$ cat src/rtl/rx_fifo_if.sv
// Bundles the receive-side push strobe, the FWFT read port and the status outputs of rx_fifo.
interface rx_fifo_if #(
  parameter int MAX_UART_DATA_W = 8,
  parameter int FIFO_DEPTH      = 16
);
  localparam int AddrWidth = $clog2(FIFO_DEPTH);

  logic                       rx_done_i;
  logic                       rx_parity_err_i;
  logic [MAX_UART_DATA_W-1:0] rx_data_i;
  logic                       clr_i;
  logic                       rd_ready_i;
  logic                       rd_valid_o;
  logic [MAX_UART_DATA_W-1:0] rd_data_o;
  logic                       rd_parity_err_o;
  logic [AddrWidth:0]         level_o;
  logic                       full_o;
  logic                       empty_o;
  logic                       overflow_o;

  modport master (
    output rx_done_i, rx_parity_err_i, rx_data_i, clr_i, rd_ready_i,
    input  rd_valid_o, rd_data_o, rd_parity_err_o, level_o, full_o, empty_o, overflow_o
  );

  modport slave (
    input  rx_done_i, rx_parity_err_i, rx_data_i, clr_i, rd_ready_i,
    output rd_valid_o, rd_data_o, rd_parity_err_o, level_o, full_o, empty_o, overflow_o
  );
endinterface

$ cat src/rtl/rx_fifo.sv
// First-word-fall-through character FIFO between the UART receive stage and the host side.
// Each rising edge of rx_done_i stores one {parity_err, data} entry; a sticky flag records drops.
module rx_fifo #(
  parameter int MAX_UART_DATA_W = 8,
  parameter int FIFO_DEPTH      = 16
) (
  input logic      clk_i,
  input logic      rst_i,
  rx_fifo_if.slave bus
);
  localparam int AddrWidth = $clog2(FIFO_DEPTH);
  localparam int LvlW      = AddrWidth + 1;
  localparam int EntryW    = MAX_UART_DATA_W + 1;
  localparam logic [LvlW-1:0] DepthLvl = FIFO_DEPTH[LvlW-1:0];

  logic [EntryW-1:0]    mem_q [FIFO_DEPTH];
  logic [AddrWidth-1:0] wr_ptr_q, wr_ptr_d;
  logic [AddrWidth-1:0] rd_ptr_q, rd_ptr_d;
  logic [LvlW-1:0]      level_q, level_d;
  logic                 overflow_q, overflow_d;
  logic                 rx_done_q;

  logic              push_s, pop_s, wr_en_s, full_s, empty_s;
  logic [EntryW-1:0] head_s;

  assign empty_s = (level_q == {LvlW{1'b0}});
  assign full_s  = (level_q == DepthLvl);
  assign push_s  = bus.rx_done_i & ~rx_done_q;
  assign pop_s   = ~empty_s & bus.rd_ready_i;
  // A push into a full FIFO is only accepted when the head leaves in the same cycle.
  assign wr_en_s = push_s & (~full_s | pop_s) & ~bus.clr_i & ~rst_i;
  assign head_s  = mem_q[rd_ptr_q];

  // Next-state for pointers, level and sticky overflow; clear outranks push/pop.
  always_comb begin
    wr_ptr_d   = wr_ptr_q;
    rd_ptr_d   = rd_ptr_q;
    level_d    = level_q;
    overflow_d = overflow_q;
    if (bus.clr_i) begin
      wr_ptr_d   = {AddrWidth{1'b0}};
      rd_ptr_d   = {AddrWidth{1'b0}};
      level_d    = {LvlW{1'b0}};
      overflow_d = 1'b0;
    end else begin
      if (wr_en_s) begin
        wr_ptr_d = wr_ptr_q + AddrWidth'(1);
      end else begin
        wr_ptr_d = wr_ptr_q;
      end
      if (pop_s) begin
        rd_ptr_d = rd_ptr_q + AddrWidth'(1);
      end else begin
        rd_ptr_d = rd_ptr_q;
      end
      case ({wr_en_s, pop_s})
        2'b10:   level_d = level_q + LvlW'(1);
        2'b01:   level_d = level_q - LvlW'(1);
        default: level_d = level_q;
      endcase
      if (push_s & full_s & ~pop_s) begin
        overflow_d = 1'b1;
      end else begin
        overflow_d = overflow_q;
      end
    end
  end

  // State registers; the edge detector tracks rx_done_i even in reset so a held strobe never re-pushes.
  always_ff @(posedge clk_i) begin
    if (rst_i) begin
      wr_ptr_q   <= {AddrWidth{1'b0}};
      rd_ptr_q   <= {AddrWidth{1'b0}};
      level_q    <= {LvlW{1'b0}};
      overflow_q <= 1'b0;
      rx_done_q  <= bus.rx_done_i;
    end else begin
      wr_ptr_q   <= wr_ptr_d;
      rd_ptr_q   <= rd_ptr_d;
      level_q    <= level_d;
      overflow_q <= overflow_d;
      rx_done_q  <= bus.rx_done_i;
    end
  end

  // Storage array, intentionally left unreset.
  always_ff @(posedge clk_i) begin
    if (wr_en_s) begin
      mem_q[wr_ptr_q] <= {bus.rx_parity_err_i, bus.rx_data_i};
    end
  end

  assign bus.rd_valid_o      = ~empty_s;
  assign bus.rd_data_o       = empty_s ? {MAX_UART_DATA_W{1'b0}} : head_s[MAX_UART_DATA_W-1:0];
  assign bus.rd_parity_err_o = empty_s ? 1'b0 : head_s[EntryW-1];
  assign bus.level_o         = level_q;
  assign bus.full_o          = full_s;
  assign bus.empty_o         = empty_s;
  assign bus.overflow_o      = overflow_q;
endmodule

$ cat src/flat_wrapper.sv
// flat-port wrapper written by rule: the top's interface ports become plain ports
module rx_fifo_flat 
#(
  parameter int MAX_UART_DATA_W = 8,
  parameter int FIFO_DEPTH      = 16
)
  (clk_i, rst_i, bus_rx_done_i, bus_rx_parity_err_i, bus_rx_data_i, bus_clr_i, bus_rd_ready_i, bus_rd_valid_o, bus_rd_data_o, bus_rd_parity_err_o, bus_level_o, bus_full_o, bus_empty_o, bus_overflow_o);
  rx_fifo_if #(.MAX_UART_DATA_W(MAX_UART_DATA_W), .FIFO_DEPTH(FIFO_DEPTH)) bus_i ();
  input logic clk_i;
  input logic rst_i;
  input wire logic [$bits(bus_i.rx_done_i)-1:0] bus_rx_done_i;
  input wire logic [$bits(bus_i.rx_parity_err_i)-1:0] bus_rx_parity_err_i;
  input wire logic [$bits(bus_i.rx_data_i)-1:0] bus_rx_data_i;
  input wire logic [$bits(bus_i.clr_i)-1:0] bus_clr_i;
  input wire logic [$bits(bus_i.rd_ready_i)-1:0] bus_rd_ready_i;
  output wire logic [$bits(bus_i.rd_valid_o)-1:0] bus_rd_valid_o;
  output wire logic [$bits(bus_i.rd_data_o)-1:0] bus_rd_data_o;
  output wire logic [$bits(bus_i.rd_parity_err_o)-1:0] bus_rd_parity_err_o;
  output wire logic [$bits(bus_i.level_o)-1:0] bus_level_o;
  output wire logic [$bits(bus_i.full_o)-1:0] bus_full_o;
  output wire logic [$bits(bus_i.empty_o)-1:0] bus_empty_o;
  output wire logic [$bits(bus_i.overflow_o)-1:0] bus_overflow_o;
  assign bus_i.rx_done_i = bus_rx_done_i;
  assign bus_i.rx_parity_err_i = bus_rx_parity_err_i;
  assign bus_i.rx_data_i = bus_rx_data_i;
  assign bus_i.clr_i = bus_clr_i;
  assign bus_i.rd_ready_i = bus_rd_ready_i;
  assign bus_rd_valid_o = bus_i.rd_valid_o;
  assign bus_rd_data_o = bus_i.rd_data_o;
  assign bus_rd_parity_err_o = bus_i.rd_parity_err_o;
  assign bus_level_o = bus_i.level_o;
  assign bus_full_o = bus_i.full_o;
  assign bus_empty_o = bus_i.empty_o;
  assign bus_overflow_o = bus_i.overflow_o;
  rx_fifo #(.MAX_UART_DATA_W(MAX_UART_DATA_W), .FIFO_DEPTH(FIFO_DEPTH)) u_core (.clk_i(clk_i), .rst_i(rst_i), .bus(bus_i));
endmodule
$ cat config.mk
export PLATFORM = sky130hd
export DESIGN_NAME = rx_fifo_flat
export DESIGN_NICKNAME = d
export VERILOG_FILES = /design/src/rtl/rx_fifo_if.sv /design/src/rtl/rx_fifo.sv /design/src/flat_wrapper.sv
export SDC_FILE = /design/constraint.sdc
export NUM_CORES = 1
export LEC_CHECK = 0
export CAP_MARGIN = 40
export CORE_UTILIZATION = 41
export DETAILED_ROUTE_END_ITERATION = 10
export PLACE_DENSITY_LB_ADDON = 0.3
export SYNTH_ARGS = -nofsm -noshare
export SYNTH_HDL_FRONTEND = slang
export SYNTH_SLANG_ARGS = --single-unit
$ cat constraint.sdc
create_clock -name clk_i -period 3.6 [get_ports clk_i]
set_input_delay 0.54 -clock clk_i [delete_from_list [all_inputs] [get_ports clk_i]]
set_output_delay 0.54 -clock clk_i [all_outputs]
set_load 0.03 [all_outputs]
Word level (Yosys, flattened, before mapping)

Memory sizes are Yosys's and may differ from the RTL's. A register that Yosys moved wholly into a read port is not among the register bits.
Cells that the tools add are included.
W data, S select, Z words.

Memory bits (writable): 144
Latch bits: 0
Register bits after elaboration: 15
ROM bits: 0
Memories: 1
Input bits: 14
Output and inout port bits: 18

$lt $le $gt $ge: 0
Muxes and demuxes: 7
Reductions and logical operators: 3
Shifts and indexed selects: 0
Add/subtract/negate cells: 4
Divide/modulo/power cells: 0
Equality and inequality tests: 3
$mul: 0
Bitwise logic cells: 14

Memories:

| name         | words | bits a word | read ports | clocked after Yosys merged registers in | wr ports | RTL line      | source |
|---|---|---|---|---|---|---|---|
| u_core.mem_q | 16    | 9           | 1          | 1                                       | 1        | rx_fifo.sv:16 | `logic [EntryW-1:0] mem_q [FIFO_DEPTH];` |

Operator list:

| kind                  | number |
|---|---|
| $pmux W5 S2           | 1 |
| $add A4 B1 Y4 const B | 2 |
| $mux W4               | 2 |
| $mux W8               | 1 |
| $and A1 B1 Y1         | 7 |
| $not A1 Y1            | 6 |
| $add A5 B1 Y5 const B | 1 |
| $eq A5 B5 Y1 const B  | 1 |
| $logic_not A5 Y1      | 1 |
| $sub A5 B1 Y5 const B | 1 |
| $mux W1               | 3 |
| $eq A2 B1 Y1 const B  | 1 |
| $eq A2 B2 Y1 const B  | 1 |
| $reduce_bool A2 Y1    | 1 |
| $reduce_or A2 Y1      | 1 |
| $or A1 B1 Y1          | 1 |

Longest topological paths before layout

Word-level depth: 9
Gate-level depth with buffers: 12
Depth with buffers taken out: 10

Worst setup path after synthesis

OpenSTA, ideal clock, no wires.

Kind: flip-flop to flip-flop
Start: reg u_core.level_q[1], in the netlist u_core.bus.level_o[1]
End: reg u_core.level_q[4], in the netlist u_core.bus.level_o[4]
Arrival: 2.862 ns
Data required time: 3.478 ns
Library setup time: 0.122 ns
Period minus slack after synthesis: 2.984 ns
Stages on the path, launching flop included: 13
Path slack: 0.616 ns
Cell sequence: dfxtp_1 -> buf_2 -> or4_4 -> o21ai_4 -> inv_1 -> ha_1 -> buf_2 -> xor2_1 -> ha_1 -> a21oi_1 -> o21ai_0 -> a32o_1 -> a311o_1

Longest elaborated chain between the ends: 9
Elaborated cells on any way between the ends: 15

Ends and longest elaborated chain:

| item                                                     | RTL line      | source |
|---|---|---|
| start, declared                                          | rx_fifo.sv:19 | `logic [LvlW-1:0] level_q, level_d;` |
| start signal, assigned                                   | rx_fifo.sv:74 | `level_q <= {LvlW{1'b0}};` |
| start signal, assigned                                   | rx_fifo.sv:80 | `level_q <= level_d;` |
| $logic_not A5 Y1                                         | rx_fifo.sv:26 | `assign empty_s = (level_q == {LvlW{1'b0}});` |
| $not A1 Y1                                               | rx_fifo.sv:29 | `assign pop_s = ~empty_s & bus.rd_ready_i;` |
| $and A1 B1 Y1                                            | rx_fifo.sv:29 |  |
| $or A1 B1 Y1                                             | rx_fifo.sv:31 | `assign wr_en_s = push_s & (~full_s \| pop_s) & ~bus.clr_i & ~rst_i;` |
| $and A1 B1 Y1 (3 in a row)                               | rx_fifo.sv:31 |  |
| $eq A2 B1 Y1 / $eq A2 B2 Y1 (equally long branches)      | rx_fifo.sv:56 | `case ({wr_en_s, pop_s})` |
| $pmux W5 S2 / $reduce_bool A2 Y1 (equally long branches) | --            |  |

Several ways; a longest one is shown, not always the timed one.
A chain may end at the register's enable or synchronous reset.

==> impl_metrics.env <==
export IMPL_core_area_mm2=0.01594
export IMPL_grt_pass1_vias=3534
export IMPL_finalWorstSetupSlack_ps=172.1
export IMPL_top_level_ports=32
export IMPL_h_tree_depth=4
export IMPL_drt_first_pass_iters=4
export IMPL_drv_slew=0
export IMPL_seqPwrFrac_pct=50.6
export IMPL_worst_r2r_startpoint="u_core.bus.level_o[3]"
export IMPL_reg2reg_depth=10
export IMPL_synth_area_leaders="edfxtp_1 64%, mux4_1 6.6%, mux4_2 6.4%, dfxtp_1 5.7%, mux2i_1 1.9%"
export IMPL_power_leakage_nw=2.583
export IMPL_rows=46
export IMPL_cts_buffer_depth=2
export IMPL_wire_per_inst_um=19.14
export IMPL_ys_async_sr_fraction_pct=0
export IMPL_layout_drive_gt1_share_pct=19.39
export IMPL_yosys_area_top_type="edfxtp_1"
export IMPL_start_util_pct=42.21
export IMPL_area_growth_pct=18.85
export IMPL_drt_iter0_markers=192
export IMPL_grtUsageTotal_pct=16.22
export IMPL_power_density_mw_per_mm2=508.6
export IMPL_wl_um=12320
export IMPL_dieArea_mm2=0.01693
export IMPL_numCtsBuffers=17
export IMPL_seq_area_frac_synth_pct=69.91
export IMPL_status="completed"
export IMPL_fp_dieW_um=130.1
export IMPL_setup_violations=0
export IMPL_antenna_cells=0
export IMPL_max_stage_delay_ps=640
export IMPL_syn_num_nets=384
export IMPL_vias=3399
export IMPL_postSynthCellCount=362
export IMPL_placed_area_mm2=0.007357
export IMPL_critPathBufInv=2
export IMPL_drtAntennaViolNets=0
export IMPL_timing_final_crit_share_pct=95.22
export IMPL_critical_path_depth=5
export IMPL_grt_first_pass_wirelength_um=19500
export IMPL_cpMaxStageDelayCell="clkdlybuf4s50_1"
export IMPL_hold_path_class="reg -> reg"
export IMPL_clock_latency_ps=430
export IMPL_grt_max_degree=28
export IMPL_relSlewSlack_pct=53.32
export IMPL_ir_drop_mv=0.3829
export IMPL_power_switching_mw=0.7573
export IMPL_synth_flop_cell="edfxtp_1"
export IMPL_crit_chain="buf_4 > mux4_1 > a211oi_1 > a211oi_1 > clkdlybuf4s50_1"
export IMPL_required_ps=3060
export IMPL_viasPerCell=5.278
export IMPL_clk_pin_slew_ps=60
export IMPL_yosys_warnings=0
export IMPL_hold_violations=0
export IMPL_post_route_drc_count=0
export IMPL_portBuffers=31
export IMPL_synth_edf_count=144
export IMPL_period_needed_ps=3428
export IMPL_rsz0062_at_grt="false"
export IMPL_crit_path_end_kind="output port"
export IMPL_nets=437
export IMPL_p_clk_share_pct=47.5
export IMPL_crit_end="bus_rd_data_o[0]"
export IMPL_intPower_mw=3.310
export IMPL_tightest_slew_ps=699.2
export IMPL_max_cap_viol_count=0
export IMPL_place_congestion=0.7148
export IMPL_worst_path_most_repeated_cell="a211oi_1"
export IMPL_dp_slack_ps=412.6
export IMPL_cts_root_buf="clkbuf_16"
export IMPL_critPathLaunchType="register"
export IMPL_grt_overflow_total=0
export IMPL_worstReg2RegEnd="u_core.bus.level_o[4]"
export IMPL_synth_top_area_share_pct=64.26
export IMPL_dp_hpwl_um=7988
export IMPL_r2r_slack_ps=630
export IMPL_critical_path_arrival_ps=2890
export IMPL_grt_antenna_before_repair=0
export IMPL_final_area_mm2=0.007998
export IMPL_path_class="reg -> out"
export IMPL_finClkSkew_ps=13.74
export IMPL_synthDistinctLibCells=50
export IMPL_swShare_pct=18.62
export IMPL_ys_ff_latch=163
export IMPL_dieHeight_um=130.1
export IMPL_synth_area_mm2=0.006729
export IMPL_clkSinkCount=163
export IMPL_ctsHoldBuffers=0
export IMPL_avgSynthCellArea_um2=18.59
export IMPL_path_max_fanout=15
export IMPL_combPwrFrac_pct=1.9
export IMPL_path_delay_family="buffers and inverters"
export IMPL_tns_ps=0
export IMPL_cts_tree="done"
export IMPL_fmax_mhz=291.7
repair_timing:
| item | 4_1_cts | 5_1_grt |
|---|---|---|
| endpoints found under the setup margin | 1 | 0 |
| setup buffers | 0 | 0 |
| resized for setup | 1 | 0 |
power by group through the flow:
| stage | Clock, mW | Combinational, mW | Sequential [mW] |
|---|---|---|---|
| 4_1_cts | 1.96 | 0.0793 | 2.06 |
| 5_1_grt | 2.04 | 0.0855 | 2.06 |
| 6_report | 1.93 | 0.0772 | 2.06 |
| 3_3_place_gp | 0 | 0.0764 | 2.10 |
| 3_5_place_dp | 0 | 0.0792 | 2.10 |
| 2_1_floorplan | 0 | 0.0288 | 2.10 |
cell type report:
type | count | area [um2]
multi-input cells | 169 | 1839
flip-flops and latches | 163 | 4710
clock buffers | 17 | 425.4
inverters | 8 | 30.03
clock inverters | 15 | 212.7
fillers | 1324 | 7945
well taps | 216 | 270.3
repair buffers | 56 | 510.5
how the worst min path moves through the flow:
stage                                from               endpoint  slack [ps]  depth (start not counted)
floorplan              u_core.rd_ptr_q[3]               register         460                          2
global placement    u_core.bus.overflow_o  u_core.bus.overflow_o         470                          2
detailed placement  u_core.bus.overflow_o  u_core.bus.overflow_o         470                          2
CTS                    u_core.rd_ptr_q[3]               register         490                          2
global route           u_core.rd_ptr_q[3]               register         520                          2
finish              u_core.bus.overflow_o  u_core.bus.overflow_o         490                          2
kinds of logic after synthesis:
logic type	after synthesis	share of synthesized area [%]
adders and majority gates	8	1.488
muxes	49	14.93
xor gates and xnor gates	7	0.9111
and+or+nand+nor	65	5.300
AOI/OAI and AO/OA	40	4.704
buffers and inverters	30	2.752
DFF	163	69.91
layout by cell type, fill, tap and decap left out, types with 4 or more instances in the layout:
cell type,netlist,layout
a211oi_1,16,16
ha_1,8,8
bufinv_16,0,5
nor2_1,22,22
a21oi_1,4,4
nor2b_1,8,8
nand2_1,8,8
buf_4,2,24
nor3_1,4,4
mux4_1,17,17
mux4_2,19,19
inv_1,8,8
nand3_1,5,5
clkbuf_16,0,17
xor2_1,6,6
nand2b_1,4,4
mux2i_1,13,13
clkdlybuf4s50_1,0,31
edfxtp_1,144,144
dfxtp_1,19,17
metrics by stage:
step,cells,hold slack [ps],util (%),power (mW)
after floorplan,362,458.7,-,2.130
after global placement,612,473.1,46.15,2.177
after detailed placement,612,472.7,46.15,2.180
after CTS,644,489.4,50.16,4.099
after global routing,644,524.6,50.16,4.186
final,644,488.3,50.16,4.068
cells in the mapped netlist, drive strengths merged, types with 2 or more instances:
| library cell | count |
|---|---|
| nand3 | 5 |
| or3 | 2 |
| nand2 | 8 |
| inv | 8 |
| o21ai | 4 |
| nor2 | 22 |
| xor2 | 6 |
| a211oi | 18 |
| dfxtp | 19 |
| mux2i | 13 |
| mux4 | 36 |
| a21oi | 4 |
| clkbuf | 7 |
| o211ai | 2 |
| nor3 | 4 |
| buf | 15 |
| nor2b | 10 |
| edfxtp | 144 |
| ha | 8 |
| nand2b | 4 |
| or4 | 2 |
| a21o | 3 |
flip-flops by register name (all words and copies together) (netlist names), named ones only:
register	flops
u_core.mem_q	144
u_core.bus.level_o	5
u_core.rd_ptr_q	4
u_core.wr_ptr_q	4
u_core.bus.overflow_o	1
u_core.rx_done_q	1
tightest hold or removal path, cell delays in order (launching register included):
cell and delay [ps]:
dfxtp_1 330, a41oi_1 50, nor2_1 70
layer usage:
metal  wire (um)  track usage (%)
met1        5368            20.14
met2        6351            27.28
met3         506            4.879
met5           0                0
met4          97            5.130
(Power assumes the default switching activity.)
==> RTL change (config.mk and constraints unchanged) <==
Put a register stage on the output `bus.rd_parity_err_o`. The value now appears one clock later.
--- a/src/rtl/rx_fifo.sv
+++ b/src/rtl/rx_fifo.sv
@@ -94,3 +94,5 @@
   assign bus.rd_data_o       = empty_s ? {MAX_UART_DATA_W{1'b0}} : head_s[MAX_UART_DATA_W-1:0];
-  assign bus.rd_parity_err_o = empty_s ? 1'b0 : head_s[EntryW-1];
+  always_ff @(posedge clk_i) begin
+    bus.rd_parity_err_o <= empty_s ? 1'b0 : head_s[EntryW-1];
+  end
   assign bus.level_o         = level_q;
Behaviour: not the same (a bounded check fails within 4 cycles, from zero or initial values).
==> RTL change against the unedited design <==
Worst setup slack got worse by 0.041 ns. Cell area down 0.44%. Die area rose by 0.44%. Maximum frequency shrank 1.2%. Register-to-register slack gained 0.08 ns. Sequential cell count increased by 1. Synthesized area rose by 0.45%. Global-route usage up 0.35 points. Largest cell class unchanged. Wire length rose by 4.6%. Total power fell by 6.2%.
==> RTL change: results (changes against the unedited design) <==
fin_nets: 443  # was 437
drt-initial-drc-count: 292  # was 192
switching_share: 0.202  # was 0.186
first_pass_iters: 5  # was 4
power.leakage_nw: 2.58  # about the same
synthMuxAreaShare: 0.147  # was 0.149
grt_pass1_wl_mm: 19.9  # was 19.5 mm
place_area_um2: 7420  # was 7360 um^2
ys_warn_count: 0  # unchanged
vias: 3426  # was 3399
placed_cells: 617  # was 612
postCtsResizedCells: 0  # was 1
gp_congestion: 0.698  # was 0.715
relSlewSlack: 0.501  # was 0.533
cts-htree-levels: 4  # unchanged
status: "finished clean"  # unchanged
dp_hpwl_mm: 8.27  # was 7.99 mm
synth.avg_cell_area_um2: 18.6  # about the same
synth.distinct_cells: 51  # was 50
synth-compound-area-share: 0.0413  # was 0.0470
syn-num-nets: 387  # was 384
max_stage_delay_ns: 0.64  # about the same
layout.cells.non_filler: 649  # was 644
synthXorXnorAreaFrac: 0.00777  # was 0.00911
track_usage: 0.166  # was 0.162
vdd_drop_max_uv: 324  # was 383 uV
ys_top_cells_by_area: "edfxtp_1 (64%), mux4_1 (6.6%), mux4_2 (6.3%), dfxtp_1 (5.9%), a211oi_1 (1.9%)"  # was edfxtp_1 (64%), mux4_1 (6.6%), mux4_2 (6.4%), dfxtp_1 (5.7%), mux2i_1 (1.9%)
cp.arrival_ns: 2.93  # was 2.89 ns
num_antenna_cells: 0  # unchanged
clkPwrFrac: 0.436  # was 0.475
synth_adder_area_share: 0.0167  # was 0.0149
drive_gt1_frac: 0.199  # was 0.194
grt_pass1_vias: 3544  # was 3534
grt_max_degree: 21  # was 28
wl_per_cell_um: 19.9  # was 19.1 um
seqPwrFrac: 0.543  # was 0.506
ys_seq_area_frac: 0.699  # about the same
power.density_nw_per_um2: 479  # was 509 nW/um^2
skew_ns: 0.00824  # was 0.0137 ns
synth_common_cells: "edfxtp_1 (144), dfxtp_1 (20), nor2_1 (20)"  # was edfxtp_1 (144), nor2_1 (22), dfxtp_1 (19), mux4_2 (19), mux4_1 (17)
crit_fanout: 12  # was 15
post-place-ws_ns: 0.282  # was 0.413 ns
-- RTL change: cell type report --
type / instances / area, um^2
repair buffers: 59 / 533
fillers: 1330 / 8040
well taps: 216 / 270
flip-flops and latches: 164 / 4730
inverters: 9 / 33.8
multi-input cells: 169 / 1860
clock inverters: 13 / 110
clock buffers: 19 / 433
-- RTL change: path summary, 6_finish.rpt --
path         slack [ns]                     to  cells after the start             startpoint
max                0.13       bus_rd_data_o[6]                      6                   flop
min                0.48  u_core.bus.overflow_o                      2  u_core.bus.overflow_o
max reg2reg        0.71  u_core.bus.level_o[4]                     10  u_core.bus.level_o[1]
min reg2reg        0.48  u_core.bus.overflow_o                      2  u_core.bus.overflow_o
-- RTL change: metal layers --
layer  vias up  GRT usage  part of all wire
li1       1586          -                 -
met1      1744      0.218              0.45
met2        80      0.269              0.50
met3        16     0.0346             0.042
met4         0     0.0696             0.015
met5         -          0                 0
